===== config.mk =====
export PLATFORM = sky130hd
export DESIGN_NAME = pa_f_sram_arb_ctrl
export DESIGN_NICKNAME = d
export VERILOG_FILES = /design/src/rtl/pa_f_sram_arb_ctrl_pkg.sv /design/src/rtl/pa_f_sram_rr_arb.sv /design/src/rtl/pa_f_sram_arb_ctrl.sv
export SDC_FILE = /design/constraint.sdc
export NUM_CORES = 1
export LEC_CHECK = 0
export ABC_AREA = 1
export BUFFER_PORTS_ARGS = -buffer_cell sky130_fd_sc_hd__buf_4
export CAP_MARGIN = 15
export CORE_AREA = 2 2 152 154
export CTS_CLUSTER_DIAMETER = 50
export CTS_CLUSTER_SIZE = 30
export DETAILED_ROUTE_END_ITERATION = 10
export DIE_AREA = 0 0 154 156
export SYNTH_ARGS = -nofsm -noshare
export SYNTH_HDL_FRONTEND = slang
export SYNTH_SLANG_ARGS = --single-unit

===== constraint.sdc =====
create_clock -name CLK -period 1.8 [get_ports CLK]
set_clock_uncertainty 0.2 [all_clocks]
set_input_delay 0.27 -clock CLK [delete_from_list [all_inputs] [get_ports CLK]]
set_output_delay 0.27 -clock CLK [all_outputs]
set_load 0.02 [all_outputs]

===== src/rtl/pa_f_sram_arb_ctrl_pkg.sv =====
// Shared types and defaults for the SRAM sequencer/arbiter in front of pa_f_spsram_256x40.
package pa_f_sram_arb_ctrl_pkg;

    typedef enum logic {
        StInit = 1'b0,
        StRun  = 1'b1
    } ctrl_state_e;

    localparam int unsigned DefAddrWidth = 8;
    localparam int unsigned DefDataWidth = 40;
    localparam logic [63:0] DefInitWord  = 64'h0;

endpackage


===== src/rtl/pa_f_sram_rr_arb.sv =====
// Two-way round-robin arbiter: combinational grant plus next pointer value.
module pa_f_sram_rr_arb (
    input  logic [1:0] vld,
    input  logic       ptr,
    output logic [1:0] gnt,
    output logic       ptr_nxt
);

    always_comb begin
        gnt = 2'b00;
        case (vld)
            2'b01:   gnt = 2'b01;
            2'b10:   gnt = 2'b10;
            2'b11:   gnt = ptr ? 2'b10 : 2'b01;
            default: gnt = 2'b00;
        endcase

        // Pointer names the loser of the last granted cycle; idle cycles leave it alone.
        ptr_nxt = ptr;
        if (gnt[0]) begin
            ptr_nxt = 1'b1;
        end else if (gnt[1]) begin
            ptr_nxt = 1'b0;
        end
    end

endmodule


===== src/rtl/pa_f_sram_arb_ctrl.sv =====
// Init sweep sequencer and 2-requester round-robin front end for one single-port SRAM macro.
module pa_f_sram_arb_ctrl
    import pa_f_sram_arb_ctrl_pkg::*;
#(
    parameter int unsigned            ADDR_WIDTH = DefAddrWidth,
    parameter int unsigned            DATA_WIDTH = DefDataWidth,
    parameter bit                     INIT_EN    = 1'b1,
    parameter logic [DATA_WIDTH-1:0]  INIT_VAL   = DATA_WIDTH'(DefInitWord)
) (
    input  logic                  CLK,
    input  logic                  RST,
    input  logic                  req_vld_0,
    input  logic                  req_wr_0,
    input  logic [ADDR_WIDTH-1:0] req_addr_0,
    input  logic [DATA_WIDTH-1:0] req_wdata_0,
    input  logic [DATA_WIDTH-1:0] req_wmask_0,
    output logic                  req_rdy_0,
    output logic                  rsp_vld_0,
    output logic [DATA_WIDTH-1:0] rsp_data_0,
    input  logic                  req_vld_1,
    input  logic                  req_wr_1,
    input  logic [ADDR_WIDTH-1:0] req_addr_1,
    input  logic [DATA_WIDTH-1:0] req_wdata_1,
    input  logic [DATA_WIDTH-1:0] req_wmask_1,
    output logic                  req_rdy_1,
    output logic                  rsp_vld_1,
    output logic [DATA_WIDTH-1:0] rsp_data_1,
    output logic                  init_done,
    output logic [ADDR_WIDTH-1:0] sram_a,
    output logic                  sram_cen,
    output logic                  sram_gwen,
    output logic [DATA_WIDTH-1:0] sram_wen,
    output logic [DATA_WIDTH-1:0] sram_d,
    input  logic [DATA_WIDTH-1:0] sram_q
);

    ctrl_state_e           state_q;
    logic [ADDR_WIDTH-1:0] cnt_q;
    logic                  ptr_q;
    logic                  ptr_nxt;
    logic [1:0]            gnt;
    logic                  run_en;
    logic                  tag_rd_q;
    logic                  tag_id_q;
    logic [ADDR_WIDTH-1:0] a_q;
    logic [DATA_WIDTH-1:0] d_q;

    logic                  sel_wr;
    logic [ADDR_WIDTH-1:0] sel_addr;
    logic [DATA_WIDTH-1:0] sel_wdata;
    logic [DATA_WIDTH-1:0] sel_wmask;

    assign run_en = (state_q == StRun) && !RST;

    pa_f_sram_rr_arb u_arb (
        .vld     ({req_vld_1, req_vld_0} & {2{run_en}}),
        .ptr     (ptr_q),
        .gnt     (gnt),
        .ptr_nxt (ptr_nxt)
    );

    assign req_rdy_0 = gnt[0];
    assign req_rdy_1 = gnt[1];

    assign sel_wr    = gnt[1] ? req_wr_1    : req_wr_0;
    assign sel_addr  = gnt[1] ? req_addr_1  : req_addr_0;
    assign sel_wdata = gnt[1] ? req_wdata_1 : req_wdata_0;
    assign sel_wmask = gnt[1] ? req_wmask_1 : req_wmask_0;

    // Address/data hold their last driven value when idle so the macro output stays stable.
    always_comb begin
        sram_cen  = 1'b1;
        sram_gwen = 1'b1;
        sram_wen  = '1;
        sram_a    = a_q;
        sram_d    = d_q;
        if (RST) begin
            sram_a = '0;
            sram_d = '0;
        end else if (state_q == StInit) begin
            sram_cen  = 1'b0;
            sram_gwen = 1'b0;
            sram_wen  = '0;
            sram_a    = cnt_q;
            sram_d    = INIT_VAL;
        end else if (|gnt) begin
            sram_cen = 1'b0;
            sram_a   = sel_addr;
            if (sel_wr) begin
                sram_gwen = ~(|sel_wmask);
                sram_wen  = ~sel_wmask;
                sram_d    = sel_wdata;
            end
        end
    end

    always_ff @(posedge CLK) begin
        if (RST) begin
            state_q   <= INIT_EN ? StInit : StRun;
            cnt_q     <= '0;
            init_done <= !INIT_EN;
            ptr_q     <= 1'b0;
            tag_rd_q  <= 1'b0;
            tag_id_q  <= 1'b0;
            a_q       <= '0;
            d_q       <= '0;
        end else begin
            a_q      <= sram_a;
            d_q      <= sram_d;
            ptr_q    <= ptr_nxt;
            tag_rd_q <= (|gnt) & ~sel_wr;
            tag_id_q <= gnt[1];
            case (state_q)
                StInit: begin
                    cnt_q <= cnt_q + 1'b1;
                    if (cnt_q == '1) begin
                        state_q   <= StRun;
                        init_done <= 1'b1;
                    end
                end
                default: ;
            endcase
        end
    end

    // Macro Q is already one cycle behind the grant, so it is steered straight to the tagged port.
    assign rsp_vld_0  = tag_rd_q & ~tag_id_q;
    assign rsp_vld_1  = tag_rd_q & tag_id_q;
    assign rsp_data_0 = rsp_vld_0 ? sram_q : '0;
    assign rsp_data_1 = rsp_vld_1 ? sram_q : '0;

endmodule


# --- Word-level counts from Yosys, hierarchy flattened ---
# Index checks and enable logic that the tools add are counted.
op_classes:
  add_sub_neg: 1
  eq_ne: 4
  n_mux: 30
  n_bitwise: 9
  n_reduce_logical: 6
op_table:
  columns: ["op", "n"]
  rows:
  - ["two-way mux 40 bit", 12]
  - ["NOT 40 bit", 1]
  - ["OR reduction 40 bit", 1]
  - ["two-way mux 8 bit", 4]
  - ["two-way mux 1 bit", 12]
  - ["adder 8 x 1 -> 8 bit, second input constant", 1]
  - ["equality test 8 bit, second input constant", 1]
  - ["one-hot mux 2 bit (3 select lines)", 1]
  - ["equality test 2 bit, second input constant", 2]
  - ["NOT 1 bit", 4]
  - ["bitwise AND 1 bit", 3]
  - ["bitwise AND 2 bit", 1]
  - ["equality test 2 x 1 -> 1 bit, second input constant", 1]
  - ["two-way mux 2 bit", 1]
  - ["AND reduction 2 bit", 1]
  - ["nonzero test 2 bit", 1]
  - ["OR reduction 2 bit", 1]
  - ["logical AND 1 bit", 1]
  - ["zero test 1 bit", 1]
word_totals:
  regBits: 61

# --- Logic depth before layout (Yosys ltp) ---
depth:
  depth_word: 12
  depth_mapped: 13

# --- Modules after synthesis ---
# Synthesis repeated with hierarchy kept, for this count alone.
hier_totals:
  cells_unflattened: 863
  hier_area_um2: 4850.9
modules_own_cells:
  columns: ["module", "instances", "cells_per_inst", "area_per_inst_um2", "seq_area_each_um2"]
  rows:
  - ["pa_f_sram_arb_ctrl", 1, 853, 4812.1, 1221.2]
  - ["pa_f_sram_rr_arb", 1, 10, 38.8, 0.0]

# --- Least setup slack after synthesis ---
# OpenSTA, ideal clock, no wires.
synth_path:
  path_kind: "register to output"
  from: "reg state_q"
  to: "out sram_d[23]"
  arrival_time_ns: 1.811
  required_time_ns: 1.330
  slack_ns: -0.481
  path_stages_with_launch: 9
  n_path_buf: 2
  cell_sequence: "dfxtp_1 > inv_2 > nor2_4 > nand3_1 > clkinv_1 > buf_2 > clkbuf_1 > nand2_1 > a31oi_1"
synth_via:
  elab_chain_len: 9
synth_lines:
  columns: ["element", "line", "source"]
  rows:
  - ["from (decl)", "pa_f_sram_arb_ctrl.sv:37", "ctrl_state_e state_q;"]
  - ["from (signal assigned)", "pa_f_sram_arb_ctrl.sv:99", "state_q <= INIT_EN ? StInit : StRun;"]
  - ["from (signal assigned)", "pa_f_sram_arb_ctrl.sv:117", "state_q <= StRun;"]
  - ["logical AND 1 bit *", "pa_f_sram_arb_ctrl.sv:53", "assign run_en = (state_q == StRun) && !RST;"]
  - ["bitwise AND 2 bit *", "pa_f_sram_arb_ctrl.sv:56", ".vld ({req_vld_1, req_vld_0} & {2{run_en}}),"]
  - ["equality test 2 bit or equality test 2 x 1 -> 1 bit (tied branches)", "pa_f_sram_rr_arb.sv:11", "case (vld)"]
  - ["one-hot mux 2 bit (3 select lines) *", "pa_f_sram_rr_arb.sv:11", null]
  - ["net req_rdy_1", "pa_f_sram_arb_ctrl.sv:25", "output logic req_rdy_1,"]
  - ["two-way mux 40 bit or two-way mux 1 bit (tied branches)", "pa_f_sram_arb_ctrl.sv:67, pa_f_sram_arb_ctrl.sv:65", null]
  - ["two-way mux 40 bit", "pa_f_sram_arb_ctrl.sv:89", "if (sel_wr) begin"]
  - ["two-way mux 40 bit *", "pa_f_sram_arb_ctrl.sv:86", "end else if (|gnt) begin"]
  - ["two-way mux 40 bit *", "pa_f_sram_arb_ctrl.sv:80", "end else if (state_q == StInit) begin"]
  - ["two-way mux 40 bit *", "pa_f_sram_arb_ctrl.sv:77", "if (RST) begin"]
  - ["to (decl)", "pa_f_sram_arb_ctrl.sv:33", "output logic [DATA_WIDTH-1:0] sram_d,"]
# The timed path passes the listed nets; every way through them passes the cells marked *.

# --- Worst setup path after layout ---
layout_path:
  from: "reg state_q"
  to: "out sram_d[38]"
layout_via:
  elab_chain_len: 9
layout_lines:
  columns: ["element", "line"]
  rows:
  - ["logical AND 1 bit", "pa_f_sram_arb_ctrl.sv:53"]
  - ["bitwise AND 2 bit", "pa_f_sram_arb_ctrl.sv:56"]
  - ["equality test 2 bit or equality test 2 x 1 -> 1 bit (tied branches)", "pa_f_sram_rr_arb.sv:11"]
  - ["one-hot mux 2 bit (3 select lines)", "pa_f_sram_rr_arb.sv:11"]
  - ["two-way mux 40 bit or two-way mux 1 bit (tied branches)", "pa_f_sram_arb_ctrl.sv:67, pa_f_sram_arb_ctrl.sv:65"]
  - ["two-way mux 40 bit", "pa_f_sram_arb_ctrl.sv:89"]
  - ["two-way mux 40 bit", "pa_f_sram_arb_ctrl.sv:86"]
  - ["two-way mux 40 bit *", "pa_f_sram_arb_ctrl.sv:80"]
  - ["two-way mux 40 bit *", "pa_f_sram_arb_ctrl.sv:77"]
# Every way passes the cells marked *; elsewhere a longest branch is shown, timed or not.

==> metrics.txt <==
count of nets left with antenna violations after detail routing=0; largest fanout on the critical path=8; H-tree level count=3; max-slew violations=0; clock buffers created by TritonCTS=9; setup slack on the worst flop-to-flop path=-0.38 ns; clock slew seen by the registers of the worst setup and hold paths=roughly 0.06 ns; status=finished, violations left; library cells used by synthesis=28; drt wl/cell=~16 microns; ys flop type=sky130_fd_sc_hd__dfxtp_1; post-synth top area cell=sky130_fd_sc_hd__dfxtp_1; vertical extent of the die=roughly 160 microns; maximum clock path buffer count=2; pin count of the biggest net entering global routing=42; Bufs and invs on worst path=5; worst skew pair latency=about 0.34 ns; initial antenna violation count=4; post-synth net total=between 1000 and 1500; failing checks=negative setup slack; TritonCTS clock tree=done; ordered cell list for the critical path=inv_4, nor2_4, nand3_4, inv_2, nand2_2, nand2_4, nand2_8, inv_12, bufbuf_16, a31oi_1, o21a_2, buf_4; critical path capture point type=primary output; signal arrival time at the worst endpoint=2.21 ns; WHS=between 0.006 and 0.007 ns; I/O pin cnt=397; unrepaired setup endpoints after global routing=true; final critical delay including setup and external delays=2.68 ns; overall power of the completed layout=4210 uW; Tcrit/Tclk final=149%; Peak supply drop=between 0.3 and 0.4 mV; Largest stage delay, worst path=around 0.37 ns; DRC Markers=0; number of port buffers=roughly 400; Core Region=~22000 sq um; pwr dens=375 nW/um^2; number of instances in the synthesized netlist=806; drt initial violations=about 350; EDFF count, synth=0; full die area=24000 sq um; Ys Warns=0; global-route wire length before repair=slightly below 40000 microns; half-perimeter wire length after detailed placement=around 21000 microns; class of the most critical setup path=flop to primary output; root buf cell=sky130_fd_sc_hd__clkbuf_16; worst-margin pin slew=0.409 ns; via count=about 7500; total overflow reported by the global router=0; sequential share of the synthesized area=a little over a quarter; GRT Util Overall=20.9%; type of origin of the critical path=flop; Max transition margin=just over 70%; share of flip-flops with an asynchronous set or reset=0%; vias in the first global route=about 7400; path class of the lowest-slack min-delay path=primary input to flop; post-synthesis cell area=between 4000 and 5000 sq um; Synth top cells by count=sky130_fd_sc_hd__nand2_1 (192), sky130_fd_sc_hd__nor2_1 (141), sky130_fd_sc_hd__inv_1 (103), sky130_fd_sc_hd__a31oi_1 (87), sky130_fd_sc_hd__dfxtp_1 (61); CP delay by family, top=buffers and inverters; data required time of the worst path=1.33 ns; RD Place Congestion=between 0.8 and 0.9; proportion of layout cells with a drive suffix above 1=roughly three fifths; starting utilization of the core area=20.9%; top area cells in the synthesized netlist=sky130_fd_sc_hd__dfxtp_1 (26%), sky130_fd_sc_hd__nand2_1 (15%), sky130_fd_sc_hd__a31oi_1 (12%); count leader, synth=sky130_fd_sc_hd__nand2_1; Post-Place Worst Slack=-0.576 ns; FP Rows=55; clock sink total=61; total of flip-flops plus latches after synthesis=between 60 and 70; Via density=between 4 and 5; smallest setup slack after layout=-0.883 ns; max cap viols=0; Setup-failing EPs final=around 150; average footprint of a synthesized cell=about 5.8 sq um; detailed-router iteration count before antenna repair=4; leakage power=roughly 0.0056 uW; final WL=between 20000 and 30000 microns; cell type of the slowest stage on the worst timing path=sky130_fd_sc_hd__dfxtp_4; growth of design area from synthesis to finish=140%; share of the synthesized area in the top cell type=a little over a quarter; die extent in x=154 microns; Final Util=between 50% and 60%; maximum clock rate=between 300 and 400 MHz; Total Nets Final=1577; Final Hold Fails=0
report_power, final:
| group | leakage [uW] | switching (uW) | total (uW) | internal [uW] |
|---|---|---|---|---|
| Combinational | 0.00493 | 443 | 1030 | 587 |
| Clock | 0.000151 | 722 | 1810 | 1090 |
| Sequential | 0.000494 | 6.20 | 1360 | 1360 |
path summary, 6_finish.rpt:
| check | depth (start not counted) | endpoint | from |
|---|---|---|---|
| hold reg to reg | 2 | ptr_q | ptr_q |
| setup / recovery | 12 | sram_d[38] | state_q |
| hold / removal | 3 | a_q[5] | req_addr_0[5] |
| setup reg to reg | 10 | a_q[3] | state_q |
metrics by stage:
step	instance area (sq um)	cells	TNS, ns
after floorplan	5560	806	-12.60
final	11200	1647	-79.40
after global routing	11200	1647	-97.32
after global placement	9960	1598	-43.51
after CTS	11100	1642	-80.57
after detailed placement	9960	1598	-49.00
metal layers:
| layer | vias to the layer above | track usage, % | routed length [microns] |
|---|---|---|---|
| met5 | - | 0 | 13 |
| met4 | 2 | 6.32 | 562 |
| met3 | 31 | 4.69 | 1820 |
| met2 | 296 | 40.7 | 14100 |
| met1 | 3426 | 22.4 | 9620 |
| li1 | 3738 | - | - |
worst register-to-register path: stages, from the launching register on:
cell and delay (ns):
sky130_fd_sc_hd__dfxtp_4 0.37, sky130_fd_sc_hd__inv_4 0.04, sky130_fd_sc_hd__nor2_4 0.12, sky130_fd_sc_hd__nand3_4 0.19, sky130_fd_sc_hd__buf_12 0.21, sky130_fd_sc_hd__buf_12 0.16, sky130_fd_sc_hd__or2_2 0.29, sky130_fd_sc_hd__o211ai_1 0.14
sky130_fd_sc_hd__buf_4 0.16, sky130_fd_sc_hd__buf_4 0.09, sky130_fd_sc_hd__a31oi_1 0.08
cells by family after synthesis:
logic type,after synthesis,share of synthesized area (%)
AND/OR/NAND/NOR,371,32.5
AO/OA/AOI/OAI,206,26.6
buffers and inverters,167,14.5
flip-flops,61,26.1
adder cells (fa/ha/maj),1,0.268
layout by cell type, fill, tap and decap left out, types with 5 or more instances in the layout:
cell / n
sky130_fd_sc_hd__buf_16: 6
sky130_fd_sc_hd__inv_1: 100
sky130_fd_sc_hd__nand2_1: 187
sky130_fd_sc_hd__o21a_2: 14
sky130_fd_sc_hd__a21oi_1: 7
sky130_fd_sc_hd__nor2_2: 47
sky130_fd_sc_hd__a31oi_2: 28
sky130_fd_sc_hd__o22ai_1: 5
sky130_fd_sc_hd__o21ai_1: 34
sky130_fd_sc_hd__a21oi_2: 6
sky130_fd_sc_hd__buf_6: 30
sky130_fd_sc_hd__nor2_1: 77
sky130_fd_sc_hd__inv_6: 5
sky130_fd_sc_hd__nand3_1: 8
sky130_fd_sc_hd__nor2_4: 20
sky130_fd_sc_hd__o21ai_2: 15
sky130_fd_sc_hd__a31oi_4: 29
sky130_fd_sc_hd__o22ai_2: 5
sky130_fd_sc_hd__o21a_1: 16
sky130_fd_sc_hd__nand3b_1: 14
sky130_fd_sc_hd__a31oi_1: 30
sky130_fd_sc_hd__clkbuf_16: 10
sky130_fd_sc_hd__buf_4: 534
sky130_fd_sc_hd__o21ai_0: 9
sky130_fd_sc_hd__dfxtp_1: 58
sky130_fd_sc_hd__buf_12: 18
area by class of cell:
class                   instances  area [sq um]
multi-input cells             578          3880
clock buffers                   9           225
diodes                          3          7.51
well taps                     285           357
repair buffers                595          5020
repair inverters                1          8.76
fillers                      2222         11100
clock inverters                 7          78.8
inverters                     108           433
flip-flops and latches         61          1230
registers in the layout, summed over array words and instances (netlist names):
| signal | count |
|---|---|
| a_q | 8 |
| cnt_q | 8 |
| tag_id_q | 1 |
| state_q | 1 |
| d_q | 40 |
| ptr_q | 1 |
| init_done | 1 |
| tag_rd_q | 1 |
repair_timing:
| action | 4_1_cts | 5_1_grt |
|---|---|---|
| gates resized for setup | 131 | 27 |
| setup endpoints to repair | 179 | 209 |
| pin swaps | 8 | 6 |
| hold endpoints to repair | 2 | 0 |
| hold buffers | 1 | 0 |
| gates cloned | 9 | 1 |
| setup buffers | 18 | 2 |
No activity file was read; power rests on OpenSTA's default activity.
